--- src/rtl/mem_port_arbiter_if.sv ---
// Bundle of the CPU instruction/data channels and the downstream memory port.
// slave is the arbiter's view; master is the CPU and memory side.
interface mem_port_arbiter_if;
    logic        i_req_valid;
    logic        i_req_ready;
    logic [31:0] i_addr;
    logic [31:0] i_rdata;
    logic        i_rdata_valid;
    logic        i_rdata_ready;

    logic        d_rd;
    logic        d_wr;
    logic        d_req_ready;
    logic [31:0] d_addr;
    logic [31:0] d_wdata;
    logic [3:0]  d_wstrb;
    logic [31:0] d_rdata;
    logic        d_rdata_valid;
    logic        d_rdata_ready;

    logic        m_req_valid;
    logic        m_req_ready;
    logic        m_wen;
    logic [31:0] m_addr;
    logic [31:0] m_wdata;
    logic [3:0]  m_wstrb;
    logic [31:0] m_rdata;
    logic        m_rdata_valid;
    logic        m_rdata_ready;

    modport slave (
        input  i_req_valid, i_addr, i_rdata_ready,
        input  d_rd, d_wr, d_addr, d_wdata, d_wstrb, d_rdata_ready,
        input  m_req_ready, m_rdata, m_rdata_valid,
        output i_req_ready, i_rdata, i_rdata_valid,
        output d_req_ready, d_rdata, d_rdata_valid,
        output m_req_valid, m_wen, m_addr, m_wdata, m_wstrb, m_rdata_ready
    );

    modport master (
        output i_req_valid, i_addr, i_rdata_ready,
        output d_rd, d_wr, d_addr, d_wdata, d_wstrb, d_rdata_ready,
        output m_req_ready, m_rdata, m_rdata_valid,
        input  i_req_ready, i_rdata, i_rdata_valid,
        input  d_req_ready, d_rdata, d_rdata_valid,
        input  m_req_valid, m_wen, m_addr, m_wdata, m_wstrb, m_rdata_ready
    );
endinterface

--- src/rtl/mem_port_arbiter.sv ---
// Shares one memory port between instruction fetch and data access, one transaction in flight.
// Accept in IDLE, replay from buffer in REQ, route the read response in RESP; losers wait with valid held.
module mem_port_arbiter #(
    parameter bit DATA_PRIO = 1'b1,
    parameter int CNT_W     = 32
) (
    input  logic                 clk,
    input  logic                 rst,
    mem_port_arbiter_if.slave    bus,
    output logic [CNT_W-1:0]     conflict_cnt
);
    typedef enum logic [1:0] {IDLE, REQ, RESP} state_t;

    state_t      state, nxt;
    logic        sel_q, wen_q, last_grant;
    logic [31:0] addr_q, wdata_q;
    logic [3:0]  wstrb_q;
    logic        d_req, take, take_d, rdat_rdy;

    assign d_req = bus.d_rd | bus.d_wr;

    always_comb begin
        nxt               = state;
        take              = 1'b0;
        take_d            = 1'b0;
        rdat_rdy          = 1'b0;
        bus.i_req_ready   = 1'b0;
        bus.d_req_ready   = 1'b0;
        bus.m_req_valid   = 1'b0;
        bus.i_rdata_valid = 1'b0;
        bus.d_rdata_valid = 1'b0;
        case (state)
            IDLE: begin
                rdat_rdy = 1'b1;
                if (d_req || bus.i_req_valid) begin
                    take = 1'b1;
                    // last_grant=1 means D; round-robin hands a conflict to whoever did not win last
                    take_d = d_req && (!bus.i_req_valid || DATA_PRIO || !last_grant);
                    bus.d_req_ready = take_d;
                    bus.i_req_ready = !take_d;
                    nxt = REQ;
                end
            end
            REQ: begin
                bus.m_req_valid = 1'b1;
                if (bus.m_req_ready)
                    nxt = wen_q ? IDLE : RESP;
            end
            RESP: begin
                rdat_rdy          = sel_q ? bus.d_rdata_ready : bus.i_rdata_ready;
                bus.i_rdata_valid = !sel_q && bus.m_rdata_valid;
                bus.d_rdata_valid = sel_q && bus.m_rdata_valid;
                if (bus.m_rdata_valid && rdat_rdy)
                    nxt = IDLE;
            end
            default: nxt = IDLE;
        endcase
    end

    assign bus.m_rdata_ready = rdat_rdy;
    assign bus.m_wen         = wen_q;
    assign bus.m_addr        = addr_q;
    assign bus.m_wdata       = wdata_q;
    assign bus.m_wstrb       = wstrb_q;
    assign bus.i_rdata       = bus.m_rdata;
    assign bus.d_rdata       = bus.m_rdata;

    always_ff @(posedge clk or posedge rst) begin
        if (rst) begin
            state        <= IDLE;
            sel_q        <= 1'b0;
            wen_q        <= 1'b0;
            addr_q       <= '0;
            wdata_q      <= '0;
            wstrb_q      <= '0;
            last_grant   <= 1'b1;
            conflict_cnt <= '0;
        end else begin
            state <= nxt;
            if (take) begin
                sel_q      <= take_d;
                wen_q      <= take_d && bus.d_wr;
                addr_q     <= take_d ? bus.d_addr : bus.i_addr;
                wdata_q    <= take_d ? bus.d_wdata : 32'h0;
                wstrb_q    <= take_d ? bus.d_wstrb : 4'h0;
                last_grant <= take_d;
            end
            if (state == IDLE && d_req && bus.i_req_valid)
                conflict_cnt <= conflict_cnt + CNT_W'(1);
        end
    end
endmodule

--- src/flat_wrapper.sv ---
// flat-port wrapper written by rule: the top's interface ports become plain ports
module mem_port_arbiter_flat 
#(
    parameter bit DATA_PRIO = 1'b1,
    parameter int CNT_W     = 32
)
  (clk, rst, conflict_cnt, bus_i_req_valid, bus_i_addr, bus_i_rdata_ready, bus_d_rd, bus_d_wr, bus_d_addr, bus_d_wdata, bus_d_wstrb, bus_d_rdata_ready, bus_m_req_ready, bus_m_rdata, bus_m_rdata_valid, bus_i_req_ready, bus_i_rdata, bus_i_rdata_valid, bus_d_req_ready, bus_d_rdata, bus_d_rdata_valid, bus_m_req_valid, bus_m_wen, bus_m_addr, bus_m_wdata, bus_m_wstrb, bus_m_rdata_ready);
  mem_port_arbiter_if bus_i ();
  input  logic clk;
  input  logic rst;
  output logic [CNT_W-1:0] conflict_cnt;
  input wire logic [$bits(bus_i.i_req_valid)-1:0] bus_i_req_valid;
  input wire logic [$bits(bus_i.i_addr)-1:0] bus_i_addr;
  input wire logic [$bits(bus_i.i_rdata_ready)-1:0] bus_i_rdata_ready;
  input wire logic [$bits(bus_i.d_rd)-1:0] bus_d_rd;
  input wire logic [$bits(bus_i.d_wr)-1:0] bus_d_wr;
  input wire logic [$bits(bus_i.d_addr)-1:0] bus_d_addr;
  input wire logic [$bits(bus_i.d_wdata)-1:0] bus_d_wdata;
  input wire logic [$bits(bus_i.d_wstrb)-1:0] bus_d_wstrb;
  input wire logic [$bits(bus_i.d_rdata_ready)-1:0] bus_d_rdata_ready;
  input wire logic [$bits(bus_i.m_req_ready)-1:0] bus_m_req_ready;
  input wire logic [$bits(bus_i.m_rdata)-1:0] bus_m_rdata;
  input wire logic [$bits(bus_i.m_rdata_valid)-1:0] bus_m_rdata_valid;
  output wire logic [$bits(bus_i.i_req_ready)-1:0] bus_i_req_ready;
  output wire logic [$bits(bus_i.i_rdata)-1:0] bus_i_rdata;
  output wire logic [$bits(bus_i.i_rdata_valid)-1:0] bus_i_rdata_valid;
  output wire logic [$bits(bus_i.d_req_ready)-1:0] bus_d_req_ready;
  output wire logic [$bits(bus_i.d_rdata)-1:0] bus_d_rdata;
  output wire logic [$bits(bus_i.d_rdata_valid)-1:0] bus_d_rdata_valid;
  output wire logic [$bits(bus_i.m_req_valid)-1:0] bus_m_req_valid;
  output wire logic [$bits(bus_i.m_wen)-1:0] bus_m_wen;
  output wire logic [$bits(bus_i.m_addr)-1:0] bus_m_addr;
  output wire logic [$bits(bus_i.m_wdata)-1:0] bus_m_wdata;
  output wire logic [$bits(bus_i.m_wstrb)-1:0] bus_m_wstrb;
  output wire logic [$bits(bus_i.m_rdata_ready)-1:0] bus_m_rdata_ready;
  assign bus_i.i_req_valid = bus_i_req_valid;
  assign bus_i.i_addr = bus_i_addr;
  assign bus_i.i_rdata_ready = bus_i_rdata_ready;
  assign bus_i.d_rd = bus_d_rd;
  assign bus_i.d_wr = bus_d_wr;
  assign bus_i.d_addr = bus_d_addr;
  assign bus_i.d_wdata = bus_d_wdata;
  assign bus_i.d_wstrb = bus_d_wstrb;
  assign bus_i.d_rdata_ready = bus_d_rdata_ready;
  assign bus_i.m_req_ready = bus_m_req_ready;
  assign bus_i.m_rdata = bus_m_rdata;
  assign bus_i.m_rdata_valid = bus_m_rdata_valid;
  assign bus_i_req_ready = bus_i.i_req_ready;
  assign bus_i_rdata = bus_i.i_rdata;
  assign bus_i_rdata_valid = bus_i.i_rdata_valid;
  assign bus_d_req_ready = bus_i.d_req_ready;
  assign bus_d_rdata = bus_i.d_rdata;
  assign bus_d_rdata_valid = bus_i.d_rdata_valid;
  assign bus_m_req_valid = bus_i.m_req_valid;
  assign bus_m_wen = bus_i.m_wen;
  assign bus_m_addr = bus_i.m_addr;
  assign bus_m_wdata = bus_i.m_wdata;
  assign bus_m_wstrb = bus_i.m_wstrb;
  assign bus_m_rdata_ready = bus_i.m_rdata_ready;
  mem_port_arbiter #(.DATA_PRIO(DATA_PRIO), .CNT_W(CNT_W)) u_core (.clk(clk), .rst(rst), .bus(bus_i), .conflict_cnt(conflict_cnt));
endmodule
--- config.mk ---
export PLATFORM = sky130hd
export DESIGN_NAME = mem_port_arbiter_flat
export DESIGN_NICKNAME = d
export VERILOG_FILES = /design/src/rtl/mem_port_arbiter_if.sv /design/src/rtl/mem_port_arbiter.sv /design/src/flat_wrapper.sv
export SDC_FILE = /design/constraint.sdc
export NUM_CORES = 1
export LEC_CHECK = 0
export ABC_CLOCK_PERIOD_IN_PS = 5300
export BUFFER_PORTS_ARGS = -buffer_cell sky130_fd_sc_hd__buf_2
export CAP_MARGIN = 5
export CELL_PAD_IN_SITES_DETAIL_PLACEMENT = 0
export CELL_PAD_IN_SITES_GLOBAL_PLACEMENT = 1
export CORE_MARGIN = 5
export CORE_UTILIZATION = 34
export DETAILED_ROUTE_END_ITERATION = 10
export GPL_ROUTABILITY_DRIVEN = 0
export MAX_ROUTING_LAYER = met4
export PLACE_DENSITY = 0.94
export SYNTH_ARGS = -nofsm -noshare
export SYNTH_HDL_FRONTEND = slang
export SYNTH_SLANG_ARGS = --single-unit
--- constraint.sdc ---
create_clock -name clk -period 5.3 [get_ports clk]
set_input_delay 0 -clock clk [delete_from_list [all_inputs] [get_ports clk]]
set_output_delay 0 -clock clk [all_outputs]
set_load 0.005 [all_outputs]
* Yosys cells after proc, flatten, opt, wreduce, memory -nomap -nowiden
Cells that the tools add are included.
Word-level totals: logic and storage cells 44, input bits 141, output and inout bits 171, flip-flop bits (word level) 104
Operators by class: bitwise gates (word level) 1, $add $sub $neg 1, equality and inequality tests 5, multiplexer cells 19, reduce and logical (&&, ||, !) cells 11
Operators by type and width (count):
- 32-bit two-way mux | 2
- 32-bit by 1-bit adder with 32-bit output, second input constant | 1
- 1-bit two-way mux | 10
- 2-bit two-way mux | 4
- 1-bit logical AND | 6
- 2-bit case mux with 3 select lines | 1
- 4-bit two-way mux | 1
- 2-bit by 1-bit inequality test with 1-bit output, second input constant | 2
- 3-bit AND reduction | 1
- 2-bit by 1-bit == test with 1-bit output, second input constant | 1
- 2-bit == test, second input constant | 1
- 1-bit zero test | 2
- 2-bit zero test | 1
- 2-bit inequality test, second input constant | 1
- 1-bit case mux with 2 select lines | 1
- 1-bit logical OR | 1
- 1-bit OR | 1

* Depth between registers and ports, before layout
word-level depth 5, mapped depth 6, mapped depth without buffers 5

* Least setup slack after synthesis
Ideal clock, no wire load.
kind register to register, from reg u_core.state[0], to reg u_core.conflict_cnt[1], data arrival time 1461 ps, library setup time 125 ps, cell stages (with the launch flop) 4, buffers on the path 0, slack 3714 ps, required time 5175 ps, period minus slack after synthesis 1586 ps, path through dfrtp_1 -> or3b_4 -> nor2_1 -> mux2_2
Between the ends: word-level cells in the longest chain between the ends 3
Ends and longest elaborated chain:
- from (decl) | line mem_port_arbiter.sv:14 | state_t state, nxt;
- from (signal assigned) | line mem_port_arbiter.sv:79 | state <= nxt;
- 2-bit zero test | line mem_port_arbiter.sv:88 | if (state == IDLE && d_req && bus.i_req_valid)
- 1-bit logical AND (2 in a row) | line mem_port_arbiter.sv:88
- to (signal assigned) | line mem_port_arbiter.sv:89 | conflict_cnt <= conflict_cnt + CNT_W'(1);
- to (decl) | line mem_port_arbiter.sv:10 | output logic [CNT_W-1:0] conflict_cnt
No other way between the ends. A chain may end at the register's enable or synchronous reset.

* Final worst setup path
from reg u_core.state[0], to reg u_core.addr_q[14] (netlist: u_core.bus.m_addr[14])
Between the ends: word-level cells in the longest chain between the ends 3, elaborated cells on any way between the ends 4, classes of those cells mux (3); reduce/logical (1)
Ends and longest elaborated chain:
- 2-bit zero test (*) | line mem_port_arbiter.sv:32 | case (state)
- 1-bit two-way mux | line mem_port_arbiter.sv:32
- 32-bit two-way mux | line mem_port_arbiter.sv:83 | addr_q <= take_d ? bus.d_addr : bus.i_addr;
- to (signal assigned) | line mem_port_arbiter.sv:83
- to (decl) | line mem_port_arbiter.sv:16 | logic [31:0] addr_q, wdata_q;
Mark *: on every way between the ends. The rest lies on a longest branch, timed or not.

==> flow_results.org <==
** Status
- Run status :: complete, no violations

** Layout
- For this run, the share of the core covered by cells in the final layout is 0.487.
- In the final layout, the share of cells above drive strength 1 is 0.360.
- Area growth from synthesis to layout :: 40.9%
- Net total in the final layout :: approximately 830
- Leaving out filler cells and counting taps, the final layout contains ~900.

** Drt
- In the routed design, unresolved DRC markers number 0.
- Wirelength, routed :: about 15000 um
- 1st-iter DRT viols :: 199
- The first detailed-routing pass ran for 4 iterations.
- Vias after detailed routing :: 4279
- Dividing the detail-routed via count by the number of cells gives roughly 4.9.
- Post-route antenna net violation count :: 0
- Dividing the detail-routed wire length by the instance count gives between 15 and 20 um.

** Placement
- Counting tap cells, the placed design contains a total of 763 instances.
- Port Buf Inserts :: 215
- Detailed placement HPWL :: between 9000 and 10000 um

** Run
- Reported max-cap violation count :: 0

** Yosys
- After synthesis the netlist holds a flip-flop and latch count of 104.
- The share of the Yosys chip area taken by registers is 0.520.
- Counting flops with an async set or reset pin after synthesis yields a share of 1.00.
- Yosys printed 0 warnings.
- The number of nets handed over by synthesis was slightly below 600.
- Counting flops with a built-in enable in the synthesized netlist gives 0.
- A synthesized cell averages 11.2 um2.
- Mapped Cells :: approximately 450
- The mapped netlist covers roughly 5000 um2.
- Synth Flop Type :: sky130_fd_sc_hd__dfrtp_1
- Yosys mapped the design onto between 40 and 50 distinct sky130hd cell types.

** Clocking
- At the later pin of the worst-skew pair, clock insertion delay measures 350 ps.
- Clock-pin slew was measured on the worst setup and hold paths at about 70 ps.
- The number of gates resized after CTS was 0.
- Max H-tree Level :: 3
- For this design, the sink count on the clock tree is about 100.
- CTS tree :: yes
- The cell sitting at the root of the clock tree is a sky130_fd_sc_hd__clkbuf_16.
- Total CTS buffers :: 9
- The clock passes through at most 2 buffers.

** Timing
- Across the routed clock network, the largest skew measured is approximately 6.4 ps.
- Of the available clock period, the critical path in the final layout requires 0.466.
- The count of endpoints failing hold in the final timing report came to 0.
- The smallest clock period supported by the final layout is computed as approximately 2500 ps.
- Headroom to the max-slew limit came out at 0.336.
- Summed over all failing endpoints, the final setup total negative slack is 0 ps.
- Unrepaired setup endpoints after global routing :: no
- The final max-slew violation count is 0.
- Peak clock frequency supported by timing :: 0.405 GHz
- Final count of negative-setup-slack endpoints :: 0
- At the pin with the least slew margin, the transition time is 996 ps.

** Worst setup path
- For the worst flop-to-flop path, the logic depth is 4.
- The startpoint identified for the worst register-to-register timing path is u_core.state[0].
- Startpoint of the most critical setup path :: u_core.state[0]
- For this design, the slowest cell found on the critical path is sky130_fd_sc_hd__buf_4.
- Classification of the worst setup path :: register to register
- Cell-by-cell listing of the critical path :: nor3_2 > buf_4 > o21ai_0 > dlygate4sd3_1
- Along the worst path, the maximum fanout reaches 103.
- Broken down by cell family, the worst path's largest delay share belongs to buffers and inverters.
- Data arrival time of the worst path :: about 2700 ps
- Kind of launch point of the worst setup path :: register
- Slowest Stage Delay on Critical Path :: about 700 ps
- Reg-to-reg setup timing slack :: 2830 ps
- The worst setup path is captured at a register.
- CP Depth :: 4
- Counting both buffers and inverters, the worst setup path holds a total of 2.
- CP endpoint :: u_core.bus.m_addr[14]
- R2r endpoint :: u_core.bus.m_addr[14]
- Req. time, crit path :: about 5500 ps

** Global routing
- For this run the aggregate overflow at the end of global routing stands at 0.
- The number of global-route vias before repair was between 4000 and 5000.
- Overall fraction of global-route tracks in use :: 0.179
- Entering global routing, the biggest net connects around 100 pins.
- First-pass GRT wire length :: between 20000 and 25000 um
- The initial antenna violation count was 1.

** Hold path
- Type of the tightest min-delay check :: input port to output port

** Power and ir drop
- Post-layout total power :: around 0.0033 W
- The worst-case IR drop observed on VDD is about 0.32 mV.
- For this design the ratio of total power to cell area is about 460 nW/um2.
- Standby leakage power :: 3.61 nW

** Floorplan
- The floorplan step defined a core boundary enclosing about 14000 um2.
- FP Rows :: 44
- The die covers roughly 17000 um2.
- From left edge to right edge, the die measures between 100 and 150 um.
- Io pins :: roughly 310
- For this configuration, the core starts out at a cell density of 0.345.
- Height of the die :: ~130 um
==> cells by family (layout without fill, tap and decap cells) <==
family	after synthesis	in the layout	share of synthesized area
multiplexers	35	35	0.0705
AO/OA/AOI/OAI	75	75	0.104
adder cells (fa/ha/maj)	1	1	0.00250
flip-flops	104	104	0.520
XOR/XNOR	31	31	0.0543
other	0	1	0
buffers and inverters	90	341	0.124
AND/OR/NAND/NOR	110	110	0.124
==> registers in the layout, indices dropped and copies added (netlist names) <==
register and count:
u_core.sel_q 1, u_core.bus.m_wstrb 4, u_core.bus.m_addr 32, u_core.conflict_cnt 32, u_core.bus.m_wdata 32, u_core.bus.m_wen 1
u_core.state 2
==> area by class of cell <==
type / instances / area (um2)
Sequential cell: 104 / 2600
Timing Repair Buffer: 321 / 2130
Clock buffer: 10 / 229
Fill cell: 1292 / 7430
Inverter: 4 / 17.5
Tap cell: 184 / 230
Antenna cell: 1 / 2.50
Clock inverter: 6 / 46.3
Multi-Input combinational cell: 252 / 1790
==> layout by cell type (no fill, tap or decap), types with 10 or more instances in the layout <==
| cell | instances |
|---|---|
| sky130_fd_sc_hd__a22o_1 | 36 |
| sky130_fd_sc_hd__xor2_1 | 14 |
| sky130_fd_sc_hd__dfrtp_1 | 104 |
| sky130_fd_sc_hd__dlygate4sd3_1 | 102 |
| sky130_fd_sc_hd__buf_2 | 215 |
| sky130_fd_sc_hd__xnor2_1 | 17 |
| sky130_fd_sc_hd__nand4_1 | 10 |
| sky130_fd_sc_hd__o21ai_0 | 35 |
| sky130_fd_sc_hd__mux2i_1 | 33 |
| sky130_fd_sc_hd__nand2_1 | 47 |
==> worst min-delay path by stage <==
stage                               start         endpoint  slack (ps)  depth (start not counted)
after global placement    bus_m_rdata[13]  bus_d_rdata[13]        0.05                          0
after detailed placement  bus_m_rdata[13]  bus_d_rdata[13]        0.05                          0
final                      bus_m_rdata[9]   bus_d_rdata[9]       0.002                          0
after CTS                 bus_m_rdata[13]  bus_d_rdata[13]        0.05                          0
after floorplan                  bus_d_rd  bus_i_req_ready          30                          1
after global routing      bus_m_rdata[20]  bus_i_rdata[20]        0.01                          0
==> metrics by stage <==
stage	worst slack (ps)	hold WS (ps)	instance area, um2
after floorplan	2570	34.2	5000
after global placement	3060	0.0536	5750
after detailed placement	3050	0.0536	5750
after CTS	2900	0.0536	7040
after global routing	2690	0.0123	7050
final	2830	0.00249	7050
==> per-layer routing <==
layer  vias to the layer above  global-route usage  part of all wire
met3                        37              0.0570             0.077
li1                       1980                   -                 -
met2                       211               0.290              0.49
met4                         0              0.0657             0.027
met5                         -                   -                 0
met1                      2051               0.209              0.41
==> repair_timing <==
item,4_1_cts,5_1_grt
endpoints found under the hold margin,120,0
setup endpoints to repair,0,0
hold buffers,102,0
setup buffers,0,0
==> power breakdown <==
| part | switching, W | internal (W) |
|---|---|---|
| sequential | 0.000193 | 0.00107 |
| clock | 0.000305 | 0.000321 |
| combinational | 0.000633 | 0.000753 |
==> synthesized netlist by cell type (2+ instances only) <==
master | instances | area share
sky130_fd_sc_hd__o21ai_0 | 35 | 0.035
sky130_fd_sc_hd__inv_1 | 4 | 0.0030
sky130_fd_sc_hd__mux2i_1 | 33 | 0.066
sky130_fd_sc_hd__xnor2_1 | 17 | 0.030
sky130_fd_sc_hd__nand4_1 | 10 | 0.013
sky130_fd_sc_hd__a22o_1 | 36 | 0.063
sky130_fd_sc_hd__nor2_1 | 8 | 0.0060
sky130_fd_sc_hd__mux2_2 | 2 | 0.0045
sky130_fd_sc_hd__nor4_1 | 4 | 0.0050
sky130_fd_sc_hd__buf_2 | 13 | 0.013
sky130_fd_sc_hd__clkbuf_1 | 4 | 0.0030
sky130_fd_sc_hd__nand3_1 | 8 | 0.0080
sky130_fd_sc_hd__and3_1 | 5 | 0.0063
sky130_fd_sc_hd__nand2_1 | 47 | 0.035
sky130_fd_sc_hd__and3_2 | 2 | 0.0030
sky130_fd_sc_hd__dfrtp_1 | 104 | 0.52
sky130_fd_sc_hd__nor3_1 | 8 | 0.0080
sky130_fd_sc_hd__buf_6 | 2 | 0.0045
sky130_fd_sc_hd__buf_4 | 66 | 0.099
sky130_fd_sc_hd__xor2_1 | 14 | 0.025
sky130_fd_sc_hd__nor3b_1 | 2 | 0.0030
sky130_fd_sc_hd__and4_1 | 3 | 0.0053
(Power assumes the default switching activity.)
